File: config.mk
export PLATFORM = sky130hd
export DESIGN_NAME = tecl_scan_ctrl
export DESIGN_NICKNAME = d
export VERILOG_FILES = /design/src/rtl/tecl_pkg.sv /design/src/rtl/tecl_evt_fifo.sv /design/src/rtl/tecl_scan_ctrl.sv
export SDC_FILE = /design/constraint.sdc
export NUM_CORES = 1
export LEC_CHECK = 0
export BUFFER_PORTS_ARGS = -buffer_cell sky130_fd_sc_hd__buf_4
export CELL_PAD_IN_SITES_DETAIL_PLACEMENT = 1
export CELL_PAD_IN_SITES_GLOBAL_PLACEMENT = 2
export CORE_UTILIZATION = 39
export DETAILED_ROUTE_END_ITERATION = 7
export GPL_TIMING_DRIVEN = 0
export PLACE_DENSITY_LB_ADDON = 0.1
export SLEW_MARGIN = 30
export SYNTH_ARGS = -nofsm -noshare
export SYNTH_HDL_FRONTEND = slang
export SYNTH_SLANG_ARGS = --single-unit
File: constraint.sdc
create_clock -name clk_i -period 3.3 [get_ports clk_i]
set_clock_uncertainty 0.15 [all_clocks]
set_input_delay 0.495 -clock clk_i [delete_from_list [all_inputs] [get_ports clk_i]]
set_output_delay 0.495 -clock clk_i [all_outputs]
set_load 0.01 [all_outputs]
File: src/rtl/tecl_pkg.sv
// Shared types and constants for the PS/2 scan-code controller.
package tecl_pkg;

  // Event word is {ext, rel, code}
  localparam int unsigned EVT_W = 10;

  // Prefix bytes
  localparam logic [7:0] SC_EXT = 8'hE0;
  localparam logic [7:0] SC_BRK = 8'hF0;

  // Keyboard status / reply bytes that never form key events
  localparam logic [7:0] SC_IGN_ZERO = 8'h00;
  localparam logic [7:0] SC_IGN_BAT  = 8'hAA;
  localparam logic [7:0] SC_IGN_ECHO = 8'hEE;
  localparam logic [7:0] SC_IGN_ACK  = 8'hFA;
  localparam logic [7:0] SC_IGN_RSND = 8'hFE;
  localparam logic [7:0] SC_IGN_ERR  = 8'hFF;

  typedef enum logic [1:0] {
    ST_IDLE     = 2'd0,
    ST_GOT_E0   = 2'd1,
    ST_GOT_F0   = 2'd2,
    ST_GOT_E0F0 = 2'd3
  } scan_state_e;

  typedef struct packed {
    logic       ext;
    logic       rel;
    logic [7:0] code;
  } scan_evt_t;

  function automatic logic is_ignored(input logic [7:0] code);
    case (code)
      SC_IGN_ZERO, SC_IGN_BAT, SC_IGN_ECHO,
      SC_IGN_ACK, SC_IGN_RSND, SC_IGN_ERR: return 1'b1;
      default:                             return 1'b0;
    endcase
  endfunction

  function automatic scan_evt_t pack_evt(input logic ext, input logic rel,
                                         input logic [7:0] code);
    scan_evt_t e;
    e.ext  = ext;
    e.rel  = rel;
    e.code = code;
    return e;
  endfunction

endpackage

File: src/rtl/tecl_evt_fifo.sv
// Synchronous event FIFO; a push into a full FIFO is accepted when a pop
// happens in the same cycle.
module tecl_evt_fifo
  import tecl_pkg::*;
#(
  parameter int unsigned DEPTH = 4,
  localparam int unsigned AW = (DEPTH > 1) ? $clog2(DEPTH) : 1,
  localparam int unsigned CW = $clog2(DEPTH + 1)
) (
  input  logic             clk_i,
  input  logic             rst_i,
  input  logic             push_i,
  input  logic [EVT_W-1:0] din_i,
  input  logic             pop_i,
  output logic [EVT_W-1:0] dout_o,
  output logic             full_o,
  output logic             empty_o,
  output logic [CW-1:0]    count_nxt_o
);

  logic [EVT_W-1:0] mem_q [DEPTH];
  logic [EVT_W-1:0] mem_d [DEPTH];
  logic [AW-1:0]    wr_ptr_q, wr_ptr_d;
  logic [AW-1:0]    rd_ptr_q, rd_ptr_d;
  logic [CW-1:0]    cnt_q, cnt_d;
  logic             do_push, do_pop;

  assign full_o  = (cnt_q == CW'(DEPTH));
  assign empty_o = (cnt_q == '0);
  assign do_pop  = pop_i & ~empty_o;
  assign do_push = push_i & (~full_o | do_pop);

  // Head is forced to zero while empty so stale words never reach the outputs
  assign dout_o      = empty_o ? '0 : mem_q[rd_ptr_q];
  assign count_nxt_o = cnt_d;

  // Next-state for storage, pointers and occupancy
  always_comb begin
    mem_d    = mem_q;
    wr_ptr_d = wr_ptr_q;
    rd_ptr_d = rd_ptr_q;
    cnt_d    = cnt_q;
    if (do_push) begin
      mem_d[wr_ptr_q] = din_i;
      wr_ptr_d        = wr_ptr_q + AW'(1);
    end
    if (do_pop) begin
      rd_ptr_d = rd_ptr_q + AW'(1);
    end
    case ({do_push, do_pop})
      2'b10:   cnt_d = cnt_q + CW'(1);
      2'b01:   cnt_d = cnt_q - CW'(1);
      default: cnt_d = cnt_q;
    endcase
  end

  // State registers
  always_ff @(posedge clk_i) begin
    if (rst_i) begin
      mem_q    <= '{default: '0};
      wr_ptr_q <= '0;
      rd_ptr_q <= '0;
      cnt_q    <= '0;
    end else begin
      mem_q    <= mem_d;
      wr_ptr_q <= wr_ptr_d;
      rd_ptr_q <= rd_ptr_d;
      cnt_q    <= cnt_d;
    end
  end

endmodule

File: src/rtl/tecl_scan_ctrl.sv
// PS/2 scan-code controller: parity check, prefix assembly, timeout and
// buffered key-event output over valid/ready.
module tecl_scan_ctrl
  import tecl_pkg::*;
#(
  parameter int unsigned TIMEOUT_CYC = 200000,
  parameter int unsigned FIFO_DEPTH  = 4
) (
  input  logic       clk_i,
  input  logic       rst_i,
  input  logic       rx_listo_i,
  input  logic [7:0] code_i,
  input  logic       par_i,
  output logic       rx_en_o,
  output logic       ev_valid_o,
  input  logic       ev_ready_i,
  output logic [7:0] ev_code_o,
  output logic       ev_ext_o,
  output logic       ev_rel_o,
  output logic       parity_err_o,
  output logic       proto_err_o,
  output logic       timeout_err_o,
  output logic       ovf_err_o
);

  localparam int unsigned TW = (TIMEOUT_CYC > 2) ? $clog2(TIMEOUT_CYC) : 1;
  localparam int unsigned CW = $clog2(FIFO_DEPTH + 1);
  // The counter fires on the cycle it would step to TIMEOUT_CYC-1, which puts
  // the registered pulse exactly TIMEOUT_CYC cycles after the prefix byte.
  localparam logic [TW-1:0] TMO_LAST = TW'(TIMEOUT_CYC - 2);

  scan_state_e   state_q, state_d;
  logic [TW-1:0] tmo_cnt_q, tmo_cnt_d;
  logic          parity_err_q, parity_err_d;
  logic          proto_err_q, proto_err_d;
  logic          timeout_err_q, timeout_err_d;
  logic          ovf_err_q, ovf_err_d;
  logic          rx_en_q, rx_en_d;

  logic          push;
  scan_evt_t     push_evt;
  scan_evt_t     head_evt;
  logic          pop;
  logic          fifo_full, fifo_empty;
  logic [CW-1:0] fifo_cnt_nxt;
  logic          par_ok;

  assign par_ok = ^{code_i, par_i};
  assign pop    = ~fifo_empty & ev_ready_i;

  tecl_evt_fifo #(
    .DEPTH (FIFO_DEPTH)
  ) u_fifo (
    .clk_i       (clk_i),
    .rst_i       (rst_i),
    .push_i      (push),
    .din_i       (push_evt),
    .pop_i       (pop),
    .dout_o      (head_evt),
    .full_o      (fifo_full),
    .empty_o     (fifo_empty),
    .count_nxt_o (fifo_cnt_nxt)
  );

  // Prefix FSM, parity check and prefix timeout
  always_comb begin
    state_d       = state_q;
    tmo_cnt_d     = tmo_cnt_q;
    push          = 1'b0;
    push_evt      = '0;
    parity_err_d  = 1'b0;
    proto_err_d   = 1'b0;
    timeout_err_d = 1'b0;
    if (rx_listo_i) begin
      tmo_cnt_d = '0;
      if (!par_ok) begin
        parity_err_d = 1'b1;
        state_d      = ST_IDLE;
      end else begin
        case (state_q)
          ST_IDLE: begin
            if (code_i == SC_EXT) begin
              state_d = ST_GOT_E0;
            end else if (code_i == SC_BRK) begin
              state_d = ST_GOT_F0;
            end else if (!is_ignored(code_i)) begin
              push     = 1'b1;
              push_evt = pack_evt(1'b0, 1'b0, code_i);
            end
          end
          ST_GOT_E0: begin
            if (code_i == SC_EXT) begin
              state_d = ST_GOT_E0;
            end else if (code_i == SC_BRK) begin
              state_d = ST_GOT_E0F0;
            end else begin
              push     = 1'b1;
              push_evt = pack_evt(1'b1, 1'b0, code_i);
              state_d  = ST_IDLE;
            end
          end
          ST_GOT_F0: begin
            if (code_i == SC_BRK) begin
              state_d = ST_GOT_F0;
            end else if (code_i == SC_EXT) begin
              proto_err_d = 1'b1;
              state_d     = ST_IDLE;
            end else begin
              push     = 1'b1;
              push_evt = pack_evt(1'b0, 1'b1, code_i);
              state_d  = ST_IDLE;
            end
          end
          ST_GOT_E0F0: begin
            if (code_i == SC_EXT || code_i == SC_BRK) begin
              proto_err_d = 1'b1;
            end else begin
              push     = 1'b1;
              push_evt = pack_evt(1'b1, 1'b1, code_i);
            end
            state_d = ST_IDLE;
          end
          default: state_d = ST_IDLE;
        endcase
      end
    end else if (state_q != ST_IDLE) begin
      if (tmo_cnt_q == TMO_LAST) begin
        timeout_err_d = 1'b1;
        state_d       = ST_IDLE;
        tmo_cnt_d     = '0;
      end else begin
        tmo_cnt_d = tmo_cnt_q + TW'(1);
      end
    end else begin
      tmo_cnt_d = '0;
    end
  end

  // Overflow detection and receiver throttle
  always_comb begin
    ovf_err_d = push & fifo_full & ~pop;
    rx_en_d   = (fifo_cnt_nxt < CW'(FIFO_DEPTH));
  end

  // State and output registers
  always_ff @(posedge clk_i) begin
    if (rst_i) begin
      state_q       <= ST_IDLE;
      tmo_cnt_q     <= '0;
      parity_err_q  <= 1'b0;
      proto_err_q   <= 1'b0;
      timeout_err_q <= 1'b0;
      ovf_err_q     <= 1'b0;
      rx_en_q       <= 1'b0;
    end else begin
      state_q       <= state_d;
      tmo_cnt_q     <= tmo_cnt_d;
      parity_err_q  <= parity_err_d;
      proto_err_q   <= proto_err_d;
      timeout_err_q <= timeout_err_d;
      ovf_err_q     <= ovf_err_d;
      rx_en_q       <= rx_en_d;
    end
  end

  assign rx_en_o       = rx_en_q;
  assign ev_valid_o    = ~fifo_empty;
  assign ev_code_o     = head_evt.code;
  assign ev_ext_o      = head_evt.ext;
  assign ev_rel_o      = head_evt.rel;
  assign parity_err_o  = parity_err_q;
  assign proto_err_o   = proto_err_q;
  assign timeout_err_o = timeout_err_q;
  assign ovf_err_o     = ovf_err_q;

endmodule

==> run_results.csv <==
group,metric,value,unit
logic_synthesis,largest_family_of_logic_cells_by_synthesized_area,"simple AND/OR/NAND/NOR gates",
clock_network,clk-insertion-delay-late,0.34,ns
cells_and_area,area_growth_syn_to_fin,14.0,%
placement,hpwl,6130,um
timing,setup_slack,0.242,ns
floorplanning,rows,34,
clock_network,cts_resized,0,
timing,fin_setup_tns,0,ns
routing,initialDrtViolationCount,87,
power,total_leakage_power,1.67,nW
cells_and_area,fillCellCount,1013,
logic_synthesis,post_synth_net_total,373,
timing,hold_viol_final,0,
routing,dr_total_vias,2625,
cells_and_area,fin_nets,412,
cells_and_area,layout-drive-gt1-share,17.7,%
logic_synthesis,synth_xor_area_share,7.10,%
critical_path,worstPathMaxFanout,9,
clock_network,post-cts-setup-buffer-count,0,
logic_synthesis,synth_commonest_cells,"sky130_fd_sc_hd__dfxtp_1, sky130_fd_sc_hd__nand2b_1, sky130_fd_sc_hd__mux2i_1",
timing,worst_slew_margin_rel,42.8,%
logic_synthesis,syn-cell-area,3560,um^2
clock_network,cts_num_sinks,72,
global_route,gr-total-overflow,0,
timing,hold-worst-slack,0.211,ns
clock_network,tritoncts,"built",
timing,maxSlewViolCount,0,
placement,gpl.final_weighted_congestion,0.749,
critical_path,criticalPathCategory,"input pin to register",
min_path,hold_path.startpoint,"rx_listo_i",
timing,max_slew.worst_pin.slew,0.858,ns
logic_synthesis,synth_top_cell_by_area,"sky130_fd_sc_hd__dfxtp_1",
placement,placement.setup.worst_slack,-0.118,ns
critical_path,cp_data_arrival_time,3.18,ns
global_route,grt.total_usage,19.2,%
logic_synthesis,synth.mux.area_fraction,18.6,%
timing,finalCriticalPeriod,3.06,ns
critical_path,cp.required,3.42,ns
power,vdd.ir_drop.worst,266,uV
global_route,grt_pass1_wl,14400,um
floorplanning,boundaryPins,29,
clock_network,cts_hold_buffers_added,0,
clock_network,cts_htree_levels,3,
logic_synthesis,ys_top_cells_by_area,"sky130_fd_sc_hd__dfxtp_1, sky130_fd_sc_hd__mux2i_1, sky130_fd_sc_hd__nand2b_1",
routing,dr_wl_met2,4080,um
floorplanning,placeableCoreArea,8760,um^2
logic_synthesis,netlist.area_leader.share,40.5,%
power,pwr_density_cell,511,nW/um^2
logic_synthesis,yosys_register_bits,72,
logic_synthesis,asyncSetResetFlopFracSynth,0,%
cells_and_area,utilization_after_layout,46.3,%
timing,max_clock_freq,327,MHz
clock_network,clkTransAtPathRegs,0.07,ns
logic_synthesis,synth_cell_types,47,
routing,vias_per_cell,5.22,
routing,drt_pre_antenna_iters,4,
logic_synthesis,synthesis_warning_total,0,
routing,route.met3.wl,316,um
clock_network,cts_max_path_buffers,2,
min_path,hp-class,"input pin to register",
logic_synthesis,synthSimpleGateAreaFrac,24.3,%
routing,drt-total-wl,8410,um
clock_network,tritoncts.num_buffers,9,
routing,routedLengthMet1,3970,um
placement,port_buffers,28,
logic_synthesis,synth.most_common_cell,"sky130_fd_sc_hd__dfxtp_1",
power,total_power,2.07,mW
logic_synthesis,post_synth_fa_ha_maj_area_fraction,3.02,%
floorplanning,die_h,97.5,um
routing,drcViolationCount,0,
outcome,outcome,"complete, no violations",
flow_run,cap_viol_max_count,0,
timing,setup_viol,0,
logic_synthesis,netlist_instances,352,
routing,highest_layer,"met4",
timing,finalCritPeriodShare,92.7,%
logic_synthesis,compound_gate_fraction_of_synth_area,3.23,%
floorplanning,dieArea,9510,um^2
critical_path,worstSetupStartpointType,"input pin",
timing,rsz0062_at_grt,"no",
logic_synthesis,synth_enable_flop_cells,0,
global_route,grt_antenna_before_repair,0,
cells_and_area,antenna_diode_instance_count,0,
critical_path,critical_path.startpoint,"code_i[2]",
logic_synthesis,post_synth.cell_area_avg,10.1,um^2
logic_synthesis,main_synth_ff_type,"sky130_fd_sc_hd__dfxtp_1",
routing,avgRoutedWirePerCell,16.7,um
clock_network,ctsRootBufferMaster,"sky130_fd_sc_hd__clkbuf_8",
global_route,first_global_vias,2758,
floorplanning,initial_core_util,40.6,%
logic_synthesis,synth_seq_area_share,40.5,%
global_route,maximum_number_of_pins_on_one_net_before_global_route_repair,12,
floorplanning,floorplan.die.width,97.5,um
critical_path,crit_end_element,"register",
critical_path,critical_path.reg2reg.startpoint,"state_q[1]$_SDFFE_PP0P_",
routing,antenna_left,0,
[flip-flops by register name, indices dropped and copies added, names as in the netlist, named ones only]
register and cells:
timeout_err_o 1, rx_en_o 1, tmo_cnt_q 18, parity_err_o 1, proto_err_o 1, u_fifo.mem_q 40
ovf_err_o 1, u_fifo.cnt_q 2, state_q 2, u_fifo.rd_ptr_q 2, u_fifo.wr_ptr_q 2
[cell type report]
type | instances | area, um^2 | share of cell area, %
clock buffer | 11 | 131 | 3.24
tap | 108 | 135 | 3.33
sequential | 72 | 1440 | 35.5
multi-input combinational | 254 | 2000 | 49.3
buffer | 16 | 81.3 | 2.00
clock inverter | 4 | 22.5 | 0.555
timing repair buffer | 28 | 210 | 5.18
inverter | 10 | 37.5 | 0.925
[worst max-delay path, cell delays in order]
cell                      delay (ns)
sky130_fd_sc_hd__buf_4          0.14
sky130_fd_sc_hd__xor2_1         0.16
sky130_fd_sc_hd__xnor3_2        0.49
sky130_fd_sc_hd__xnor2_4        0.20
sky130_fd_sc_hd__nor2_4         0.24
sky130_fd_sc_hd__and3_4         0.26
sky130_fd_sc_hd__inv_1          0.05
sky130_fd_sc_hd__ha_1           0.21
sky130_fd_sc_hd__fa_1           0.38
sky130_fd_sc_hd__xnor2_1        0.13
sky130_fd_sc_hd__nor2_1         0.11
sky130_fd_sc_hd__xor2_1         0.18
sky130_fd_sc_hd__nor2b_1        0.15
[power breakdown]
part / leakage (nW) / switching [mW] / internal, mW
clock: 0.0789 / 0.317 / 0.265
sequential: 0.582 / 0.0398 / 0.915
combinational: 1.01 / 0.288 / 0.248
total: 1.67 / 0.644 / 1.43
[logic make-up after synthesis]
logic type / count (synthesis)
xor gates and xnor gates: 25
AOI/OAI and AO/OA: 16
adders and majority gates: 8
DFF: 72
and+or+nand+nor: 152
buffers and inverters: 26
muxes: 53
[per-stage QoR]
step	std cells	instance area [um^2]
floorplan	352	3560
global placement	488	3910
detailed placement	488	3910
CTS	503	4060
global route	503	4060
finish	503	4060
[layer usage]
metal | GRT usage [%] | up-vias
li1 | - | 1290
met1 | 25.4 | 1297
met2 | 32.0 | 34
met3 | 4.10 | 4
met4 | 4.75 | 0
met5 | 0 | -
[placed cells by master, fill, tap and decap left out, types with 2 or more instances in the layout]
master,synthesis,layout
sky130_fd_sc_hd__nand4_1,9,9
sky130_fd_sc_hd__and4_1,3,3
sky130_fd_sc_hd__or2_2,2,2
sky130_fd_sc_hd__nand2_1,15,15
sky130_fd_sc_hd__or4_1,3,3
sky130_fd_sc_hd__ha_1,7,7
sky130_fd_sc_hd__or3_1,3,3
sky130_fd_sc_hd__nor4_1,2,2
sky130_fd_sc_hd__and2_1,11,11
sky130_fd_sc_hd__xnor2_1,11,11
sky130_fd_sc_hd__nor2_1,30,30
sky130_fd_sc_hd__buf_4,3,31
sky130_fd_sc_hd__o21ai_0,4,4
sky130_fd_sc_hd__nand3_1,10,10
sky130_fd_sc_hd__clkbuf_1,8,10
sky130_fd_sc_hd__mux4_2,10,10
sky130_fd_sc_hd__clkinv_2,0,3
sky130_fd_sc_hd__buf_1,2,2
sky130_fd_sc_hd__mux2i_1,42,42
sky130_fd_sc_hd__and3_1,4,4
sky130_fd_sc_hd__inv_1,10,10
sky130_fd_sc_hd__dfxtp_1,72,72
sky130_fd_sc_hd__buf_2,2,2
sky130_fd_sc_hd__a21oi_1,6,6
sky130_fd_sc_hd__clkbuf_8,0,9
sky130_fd_sc_hd__nor3_1,5,5
sky130_fd_sc_hd__nand2b_1,45,45
sky130_fd_sc_hd__xor2_1,12,12
[worst paths after layout]
check | to | slack [ns] | cells past startpoint
setup / recovery | register | 0.24 | 13
hold / removal | timeout_err_o$_SDFF_PP0_ | 0.21 | 2
setup reg to reg | register | 0.50 | 12
hold reg to reg | u_fifo.mem_q[7]$_SDFFE_PP0P_ | 0.32 | 2
No activity file was read; power rests on OpenSTA's default activity.
